===== src/rtl/shifter_pkg.sv =====
// Shared constants, op encoding and effective-amount helper for seq_shifter.
// ROR support is gated by macro SEQ_SHIFTER_ROTATE_EN.
package shifter_pkg;

  localparam int DATA_W = 64;
  localparam int CLAMP  = 64;
  localparam int AMT_W  = 7;

  typedef enum logic [1:0] {
    OP_SRL = 2'b00,
    OP_SLL = 2'b01,
    OP_SRA = 2'b10,
    OP_ROR = 2'b11
  } op_e;

  // Linear shifts saturate at CLAMP; rotates wrap modulo the width.
  function automatic logic [AMT_W-1:0] eff_amount(input logic [DATA_W-1:0] shamt,
                                                  input op_e op);
    logic [AMT_W-1:0] amt;
    if (op == OP_ROR) begin
`ifdef SEQ_SHIFTER_ROTATE_EN
      amt = {1'b0, shamt[5:0]};
`else
      amt = '0;
`endif
    end else if (shamt >= 64'(CLAMP)) begin
      amt = AMT_W'(CLAMP);
    end else begin
      amt = shamt[AMT_W-1:0];
    end
    return amt;
  endfunction

endpackage


===== src/rtl/seq_shifter_shift_step.sv =====
// Combinational single-step shifter: moves value by 0..STEP positions.
// The rotate path exists only when SEQ_SHIFTER_ROTATE_EN is defined.
module shift_step
  import shifter_pkg::*;
#(
  parameter int STEP = 8,
  localparam int AW  = $clog2(STEP + 1)
) (
  input  logic [DATA_W-1:0] value,
  input  logic [AW-1:0]     amount,
  input  op_e               op,
  output logic [DATA_W-1:0] shifted
);

  always_comb begin
    shifted = value;
    case (op)
      OP_SRL: shifted = value >> amount;
      OP_SLL: shifted = value << amount;
      OP_SRA: shifted = DATA_W'($signed(value) >>> amount);
`ifdef SEQ_SHIFTER_ROTATE_EN
      // amount == 0 makes the left term shift by the full width, giving 0.
      OP_ROR: shifted = (value >> amount) | (value << (7'(DATA_W) - 7'(amount)));
`endif
      default: shifted = value;
    endcase
  end

endmodule


===== src/rtl/seq_shifter.sv =====
// Multi-cycle shifter: shifts up to STEP bit positions per cycle, valid/ready on both sides.
// Rotate (op 11) is supported only when SEQ_SHIFTER_ROTATE_EN is defined.
module seq_shifter
  import shifter_pkg::*;
#(
  parameter int STEP = 8
) (
  input  logic                clk,
  input  logic                reset,
  input  logic                in_valid,
  output logic                in_ready,
  input  logic [DATA_W-1:0]   operand,
  input  logic [DATA_W-1:0]   shamt,
  input  logic [1:0]          op,
  output logic                out_valid,
  input  logic                out_ready,
  output logic [DATA_W-1:0]   result,
  output logic                busy
);

  localparam int AW = $clog2(STEP + 1);
  localparam logic [AMT_W-1:0] STEP_AMT = AMT_W'(STEP);

  localparam logic [1:0] ST_IDLE  = 2'd0;
  localparam logic [1:0] ST_SHIFT = 2'd1;
  localparam logic [1:0] ST_DONE  = 2'd2;

  logic [1:0]        state_reg;
  logic [DATA_W-1:0] value_reg;
  logic [AMT_W-1:0]  remaining_reg;
  op_e               op_reg;

  op_e               op_in;
  logic [AMT_W-1:0]  eff;
  logic [AMT_W-1:0]  step_full;
  logic [AW-1:0]     step_amt;
  logic [DATA_W-1:0] shifted;

  assign op_in     = op_e'(op);
  assign eff       = eff_amount(shamt, op_in);
  assign step_full = (remaining_reg >= STEP_AMT) ? STEP_AMT : remaining_reg;
  assign step_amt  = AW'(step_full);

  shift_step #(
    .STEP(STEP)
  ) u_shift_step (
    .value  (value_reg),
    .amount (step_amt),
    .op     (op_reg),
    .shifted(shifted)
  );

  always_ff @(posedge clk) begin
    if (reset) begin
      state_reg     <= ST_IDLE;
      value_reg     <= '0;
      remaining_reg <= '0;
      op_reg        <= OP_SRL;
    end else begin
      case (state_reg)
        ST_IDLE: begin
          if (in_valid) begin
            value_reg     <= operand;
            op_reg        <= op_in;
            remaining_reg <= eff;
            state_reg     <= (eff == '0) ? ST_DONE : ST_SHIFT;
          end
        end
        ST_SHIFT: begin
          value_reg     <= shifted;
          remaining_reg <= remaining_reg - step_full;
          if (remaining_reg == step_full) state_reg <= ST_DONE;
        end
        ST_DONE: begin
          if (out_ready) state_reg <= ST_IDLE;
        end
        default: state_reg <= ST_IDLE;
      endcase
    end
  end

  assign in_ready  = (state_reg == ST_IDLE);
  assign out_valid = (state_reg == ST_DONE);
  assign busy      = (state_reg != ST_IDLE);
  assign result    = value_reg;

endmodule

===== config.mk =====
export PLATFORM = sky130hd
export DESIGN_NAME = seq_shifter
export DESIGN_NICKNAME = d
export VERILOG_FILES = /design/src/rtl/shifter_pkg.sv /design/src/rtl/seq_shifter_shift_step.sv /design/src/rtl/seq_shifter.sv
export SDC_FILE = /design/constraint.sdc
export NUM_CORES = 1
export LEC_CHECK = 0
export BUFFER_PORTS_ARGS = -buffer_cell sky130_fd_sc_hd__buf_2
export CELL_PAD_IN_SITES_DETAIL_PLACEMENT = 1
export CELL_PAD_IN_SITES_GLOBAL_PLACEMENT = 2
export CORE_MARGIN = 2
export CORE_UTILIZATION = 33
export DETAILED_ROUTE_END_ITERATION = 12
export GPL_ROUTABILITY_DRIVEN = 0
export PLACE_DENSITY = 0.88
export SETUP_SLACK_MARGIN = 0.15
export SLEW_MARGIN = 20
export SYNTH_ARGS = -nofsm -noshare
export SYNTH_HDL_FRONTEND = slang
export SYNTH_SLANG_ARGS = --single-unit

===== constraint.sdc =====
create_clock -name clk -period 4.3 [get_ports clk]
set_clock_uncertainty 0.1 [all_clocks]
set_input_delay 0.43 -clock clk [delete_from_list [all_inputs] [get_ports clk]]
set_output_delay 0.43 -clock clk [all_outputs]
set_load 0.005 [all_outputs]

== Word-level counts from Yosys, hierarchy flattened ==
Cells that the tools add are included.
Operators by class
  reductions and logical operators: 9
  $mul: 0
  div/mod/pow operators: 0
  $lt $le $gt $ge: 2
  $add $sub $neg: 1
  bitwise logic cells: 0
  shift operators: 3
  mux-type cells: 13
  equality and inequality tests: 10
Operator list (count)
  $pmux W64 S3: 1
  $pmux W64 S2: 1
  $ge A64 B7 Y1 const B: 1
  $mux W64: 1
  $shl A64 B4 Y64: 1
  $shr A64 B4 Y64: 1
  $sshr A64 B4 Y64: 1
  $mux W7: 4
  $pmux W7 S2: 1
  $mux W2: 4
  $eq A7 B7 Y1: 1
  $ge A7 B4 Y1 const B: 1
  $logic_not A7 Y1: 1
  $sub A7 B7 Y7: 1
  $eq A2 B2 Y1 const B: 3
  $pmux W2 S3: 1
  $reduce_and A3 Y1: 2
  $eq A2 B1 Y1 const B: 2
  $logic_not A2 Y1: 2
  $ne A2 B2 Y1 const B: 2
  $ne A4 B1 Y1 const B: 1
  $reduce_and A2 Y1: 2
  $reduce_bool A2 Y1: 2
  $ne A2 B1 Y1 const B: 1
Storage, ports and cells
  output and inout port bits: 67
  bits in read-only memories: 0
  logic and storage cells: 42
  bits in latches: 0
  bits in writable memories: 0
  flip-flop bits (word level): 75
  input bits: 134
  memories kept: 0

== Longest topological paths before layout ==
Gate-level depths: netlist of the first run.
  depth in word-level cells: 7
  gate-level depth with buffers: 13
  depth with buffers taken out: 9

== Modules after synthesis ==
Synthesis of the first run repeated with hierarchy kept, for this count alone.
Unflattened totals
  cells, all modules: 1318
  area total of the unflattened synthesis: 10721.5 um^2
Modules (own cells, without submodules)
  shift_step: area an instance 6932.9 um^2, sequential area each 0.0 um^2, cells an instance 844, instances 1
  seq_shifter: area an instance 3788.6 um^2, sequential area each 1501.4 um^2, cells an instance 474, instances 1

== Worst setup path before layout of the first run ==
Ideal clock, no wire load.
  path type: register to register
  start: register op_reg[0]
  end: register value_reg[36], in the netlist result[36]
  library setup time: 0.127 ns
  stages on the path, launching flop included: 11
  path slack: 1.662 ns
  clock period less this slack: 2.638 ns
  path buffers: 3
  required time: 4.073 ns
  data arrival time: 2.411 ns
  cell sequence: dfxtp_1 inv_1 ha_1 buf_2 or4b_2 clkbuf_1 and3_1 nand3_1 buf_2 nor3_1 or3_1
On the way
  cells in the longest elaborated chain, start to end: 3
  elaborated cells between the ends (all ways): 7
  those cells by class: eq/ne (3); mux (2); reduce/logical (2)
Ends and longest elaborated chain
  from (decl): RTL line seq_shifter.sv:31  | op_e op_reg;
  from (signal assigned): RTL line seq_shifter.sv:64  | op_reg <= op_in;
  $eq A2 B2 Y1 (tied with other cells): RTL line seq_shifter_shift_step.sv:17  | case (op)
  $pmux W64 S3 or $ne A4 B1 Y1 (tied branches)
  $pmux W64 S2 or $reduce_and A3 Y1 (tied branches)
  to (signal assigned): RTL line seq_shifter.sv:63  | value_reg <= operand;
  to (signal assigned): RTL line seq_shifter.sv:70  | value_reg <= shifted;
  to (decl): RTL line seq_shifter.sv:29  | logic [DATA_W-1:0] value_reg;
Parallel ways exist; a longest one is shown, timed or not.
A chain may end at the register's enable or synchronous reset.

== Final worst setup path of the first run ==
  start: register remaining_reg[3]
  end: register value_reg[7], in the netlist result[7]
On the way
  cells in the longest elaborated chain, start to end: 5
  elaborated cells between the ends (all ways): 7
  those cells by class: order compare (1); shift (3); mux (3)
Ends and longest elaborated chain
  from (decl): RTL line seq_shifter.sv:30  | logic [AMT_W-1:0] remaining_reg;
  from (signal assigned): RTL line seq_shifter.sv:71  | remaining_reg <= remaining_reg - step_full;
  $ge A7 B4 Y1: RTL line seq_shifter.sv:41  | assign step_full = (remaining_reg >= STEP_AMT) ? STEP_AMT : remaining_reg;
  $mux W7 *: RTL line seq_shifter.sv:41
  $sshr A64 B4 Y64 (tied with other cells): RTL line seq_shifter_shift_step.sv:20  | OP_SRA: shifted = DATA_W'($signed(value) >>> amount);
  $pmux W64 S3 *: RTL line seq_shifter_shift_step.sv:17
  $pmux W64 S2 *: RTL line seq_shifter.sv:60  | case (state_reg)
Mark *: on every way between the ends. The rest lies on a longest branch, timed or not.

==> flow_metrics.tcl, run 1 <==
set metrics [dict create \
    status "complete, no violations" \
    cts_setup_buffers 0 \
    yosysWarnings 0 \
    root_buffer "clkbuf_16" \
    grt_max_degree 78 \
    ios 201 \
    grtUsageTotal 0.3464 \
    worst_setup_path_end_kind "register" \
    holdPathStages 3 \
    hold_viol 0 \
    syn_nets 1681 \
    place_hpwl_um 40660 \
    drv_cap 0 \
    vias 14690 \
    chipHeight_um 180.5 \
    seqCellArea_um2 1506 \
    synth-seq-cells 75 \
    routed-wl-met2_um 24740 \
    first_pass_iters 6 \
    seq_area_frac_synth 0.1461 \
    hold_end "op_reg[1]" \
    rrSetupSlack_ns 0.95 \
    worstPathRequired_ns 4.51 \
    drc 0 \
    rsz0062_at_grt "false" \
    stdcell_area_um2 11840 \
    path_clk_slew_ns 0.07 \
    grt_pass1_wl_um 88900 \
    synth_cell_types 87 \
    die_area_um2 32570 \
    rr_endpoint "result[7]" \
    drv_slew 0 \
    synth_edf_count 0 \
    port_buffers 200 \
    post_drt_wl_per_cell_um 28.96 \
    synth_area_um2 10280 \
    synth.avg_cell_area_um2 6.661 \
    hold_path.startpoint "op[1]" \
    power_density_nw_per_um2 372.3 \
    grt_pass1_vias 14420 \
    layout-drive-gt1-share 0.2004 \
    dp_cells 2012 \
    r2r-start "remaining_reg[3]" \
    cts_resized 0 \
    vias_per_cell 7.241 \
    criticalPathCategory "register to register" \
    worstMarginPinSlew_ns 0.9019 \
    clockBufferDepth 2 \
    critPathLaunchType "register" \
    num_rows 64 \
    synth_flop_cell "dfxtp_1" \
    nFillCells 3951 \
    cts_tree "yes" \
    hold_path.class "input pin to register" \
    htreeDepth 3 \
    initial_utilization 0.3351 \
    finalCriticalPeriod_ns 3.351 \
    ant_nets 0 \
    clock_latency_ns 0.38 \
    m1WireLength_um 23100 \
    antenna_found_initial 2 \
    setup_tns_ns 0 \
    drt_iter0_drc 2388 \
    hold_buffers 0 \
    cts_sinks 75 \
    multi_input_area_um2 7974 \
    final_cell_mix "200 x buf_2, 148 x nand2_1, 148 x o21ai_0" \
    largest_register_ff_count 64 \
    cp.arrival_ns 3.56 \
    reg2regPathDepth 7 \
    top_layer_used "met4" \
    numCtsBuffers 9 \
    route.met3.wl_um 7468 \
    power_leakage_nw 4.400 \
    ys_async_sr_fraction 0 \
    core_um2 30670 \
    setup_viol 0 \
    cp_max_fo 21 \
    peakVddDrop_v 0.0002329 \
    fin_nets 1765 \
    grt-ovfl-total 0 \
    layout_commonest_cell "buf_2" \
    wl_um 58750 \
    syn_to_final_growth_pct 15.22 \
    synthCells 1543 \
    fin_cells 2029 \
    period_share 0.7793 \
    slew_headroom 0.3965 \
    max_freq_mhz 298.4 \
    die_w_um 180.5 \
    place_area_um2 11480 \
]
cell usage after synthesis, drive strengths merged (11+ instances only):
cell	instances	area [µm²]
a211oi	37	277.8
and3b	20	175.2
a311oi	12	105.1
nor3	45	235.2
nor2	112	440.4
o211ai	44	340.3
inv	19	71.31
nand2b	25	156.4
mux2i	31	310.3
nor4	21	137.6
dfxtp	75	1501
a32oi	20	175.2
or3	30	187.7
o221ai	18	157.7
a221oi	14	122.6
nand3	63	315.3
and3	11	68.82
buf	71	376.6
nand4	12	75.07
nor2b	22	137.6
o22ai	28	175.2
nand2	150	565.6
a21oi	147	735.7
a2111oi	21	210.2
clkbuf	110	412.9
a22oi	13	102.6
a31oi	41	256.5
o21ai	150	750.7
o31ai	11	82.58
final cells by class:
cell class,count,share of cell area
Clock inverter,4,0.008030
Inverter,19,0.006022
Clock buffer,12,0.02250
Antenna cell,1,0.0002113
Tap cell,396,0.04184
Sequential cell,75,0.1272
Timing Repair Buffer,254,0.1209
Multi-Input combinational cell,1268,0.6733
worst max-delay path by stage:
stage | depth (start not counted) | slack (ns) | end | start
CTS | 7 | 1.05 | result[41] | remaining_reg[4]
detailed placement | 7 | 1.06 | result[41] | remaining_reg[4]
floorplan | 10 | 1.66 | result[36] | op_reg[0]
finish | 7 | 0.95 | result[7] | remaining_reg[3]
global placement | 7 | 1.11 | result[41] | remaining_reg[4]
global route | 7 | 0.86 | result[53] | remaining_reg[4]
worst max-delay path: stages (launching register included):
cell and delay [ns]:
dfxtp_1 0.60, nand2b_2 0.52, nor2_4 0.53, buf_4 0.31, o211a_1 0.16, a31oi_1 0.06
a2111oi_0 0.76, o31a_1 0.23
power breakdown:
group | internal (mW) | total, mW | switching, mW
Clock | 0.615 | 0.991 | 0.376
Combinational | 0.755 | 2.29 | 1.54
Sequential | 0.799 | 1.13 | 0.326
Total | 2.17 | 4.41 | 2.24
through the flow:
step             util  setup slack, ns  total power, mW  hold slack (ns)
4_1_cts        0.3861            1.055            4.289           0.2038
3_5_place_dp   0.3743            1.064            3.303           0.3715
6_report       0.3861           0.9491            4.409           0.2126
2_1_floorplan       -            1.662            2.393           0.3530
3_3_place_gp   0.3743            1.114            3.267           0.3670
5_1_grt        0.3861           0.8639            4.566           0.2124
cell families after synthesis:
group / Yosys count / share of synthesized area
other: 1 / 0.0003648
muxes: 46 / 0.05429
adders and majority gates: 4 / 0.004869
DFF: 75 / 0.1461
buffers and inverters: 200 / 0.08375
and+or+nand+nor: 543 / 0.2670
AOI/OAI and AO/OA: 674 / 0.4437
metal layers:
layer  vias up  GRT usage
li1       6166          -
met1      7004     0.4531
met2      1227     0.5209
met3       295    0.09357
met4         0     0.1771
met5         -          0
No activity file was read; power rests on OpenSTA's default activity.
==> run 2: changes to the inputs <==
- CORE_UTILIZATION: 33 -> 31
- PLACE_DENSITY: 0.88 -> 0.83
- clock period: 4.3 -> 3.11 ns (I/O delays scaled with it)
==> flow_metrics.tcl, run 2 (synthesized netlist as in run 1, its figures left out) <==
set metrics [dict create \
    post_drt_wl_per_cell_um 28.86 \
    clock_latency_ns 0.37 \
    drv_cap 0 \
    crit_slowest_cell "or3_2" \
    grt_pass1_vias 14530 \
    clockBufferDepth 2 \
    diodes 0 \
    slew_headroom 0.2208 \
    path_depth 8 \
    ant_nets 0 \
    period_share 0.9255 \
    hold_viol 0 \
    grt_pass1_wl_um 91010 \
    p_total_mw 6.341 \
    worst_path_most_repeated_cell "buf_4" \
    grt-ovfl-total 0 \
    drt_iter0_drc 2242 \
    vias 14890 \
    holdPathStages 3 \
    grtUsageTotal 0.3465 \
    path_clk_slew_ns 0.07 \
    drv_slew 0 \
    largest_register_ff_count 64 \
    rsz0062_at_grt "false" \
    worstMarginPinSlew_ns 1.160 \
    slowest_delay_ns 0.64 \
    crit_start "remaining_reg[4]" \
    die_area_um2 34630 \
    layout-drive-gt1-share 0.2247 \
    cp_cell_sequence "or3_2 > nor2_4 > buf_4 > buf_4 > mux4_2 > nor2_1 > o2bb2ai_1 > a21o_1" \
    antenna_found_initial 1 \
    cp.arrival_ns 3.05 \
    r2r-start "remaining_reg[4]" \
    ios 201 \
    initial_utilization 0.3151 \
    chipHeight_um 186.1 \
    critPathLaunchType "register" \
    power_leakage_nw 4.682 \
    drc 0 \
    reg2regPathDepth 8 \
    grt_max_degree 131 \
    wl_um 61180 \
    die_w_um 186.1 \
    vias_per_cell 7.022 \
    final_cell_mix "200 x buf_2, 148 x nand2_1, 146 x a21oi_1, 146 x o21ai_0, 107 x nor2_1" \
    port_buffers 200 \
    setup_tns_ns 0 \
    setup_viol 0 \
    numCtsBuffers 9 \
    hold_path.startpoint "op[0]" \
    htreeDepth 3 \
    critical_path_buf_inv_count 2 \
    criticalPathCategory "register to register" \
    place_hpwl_um 42950 \
    rrSetupSlack_ns 0.23 \
    first_pass_iters 6 \
    worstPathRequired_ns 3.28 \
    worst_setup_path_end_kind "register" \
    max_freq_mhz 347.4 \
    status "complete, no violations" \
    cp_max_fo 7 \
    peakVddDrop_v 0.0004019 \
    cts_sinks 75 \
    num_rows 66 \
    finalCriticalPeriod_ns 2.878 \
    fin_nets 1811 \
    core_um2 32620 \
    power_density_nw_per_um2 511.0 \
    syn_to_final_growth_pct 20.74 \
    cp_top_family "simple AND/OR/NAND/NOR gates" \
    cts_tree "yes" \
    root_buffer "clkbuf_16" \
    hold_path.class "input pin to register" \
    layout_commonest_cell "buf_2" \
]
-- run 2: changes by cell type in the layout (fill, tap and decap cells not counted), sizes merged --
cell	change
buf	+46
clkbuf	-2
clkinvlp	+1
bufinv	+1
diode	-1
-- run 2: worst min-delay path, stage by stage --
cell and delay [ns]:
buf_2 0.10, nand2_1 0.05, a21oi_1 0.05
-- run 2: timing repair --
action | 4_1_cts | 5_1_grt
hold buffers | 0 | 0
pin swaps | 0 | 2
gates resized for setup | 3 | 9
setup endpoints to repair | 3 | 9
setup buffers | 0 | 7
-- run 2: per-stage QoR --
step / utilization / setup WS (ns) / instances / hold WS, ns / instance area (µm²)
3_5_place_dp: 0.3666 / 0.01888 / 2097 / 0.3737 / 11960
5_1_grt: 0.3805 / 0.1579 / 2120 / 0.1223 / 12410
2_1_floorplan: - / 0.4724 / 1543 / 0.3470 / 10280
4_1_cts: 0.3782 / 0.1315 / 2113 / 0.09324 / 12340
6_report: 0.3805 / 0.2318 / 2120 / 0.09826 / 12410
3_3_place_gp: 0.3665 / 0.2612 / 2097 / 0.3701 / 11950
-- run 2: worst paths after layout --
path                                   to
worst max-delay path            result[4]
worst min-delay path            op_reg[0]
worst min register to register  op_reg[0]
worst max register to register  result[4]
-- run 2: layout make-up --
class	count	area (µm²)
multi-input combinational	1268	7999
clock inverter	6	136.4
clock buffer	10	239.0
fill	4189	20210
sequential	75	1506
timing repair buffer	300	1906
inverter	19	71.32
tap	442	553.0
-- run 2: layer usage --
| layer | vias up | part of all wire | routed length, µm | track usage |
|---|---|---|---|---|
| li1 | 6255 | - | - | - |
| met1 | 7148 | 0.40 | 24540 | 0.4615 |
| met2 | 1215 | 0.43 | 26010 | 0.5149 |
| met3 | 266 | 0.12 | 7284 | 0.07924 |
| met4 | 2 | 0.054 | 3326 | 0.1893 |
| met5 | - | 0.00020 | 12 | 0 |
-- run 2: power breakdown --
group          internal (mW)  switching (mW)  leakage (nW)
Clock                  0.892           0.552         0.179
Sequential              1.10           0.434         0.621
Combinational           1.16            2.20          3.88
Total                   3.16            3.19          4.68
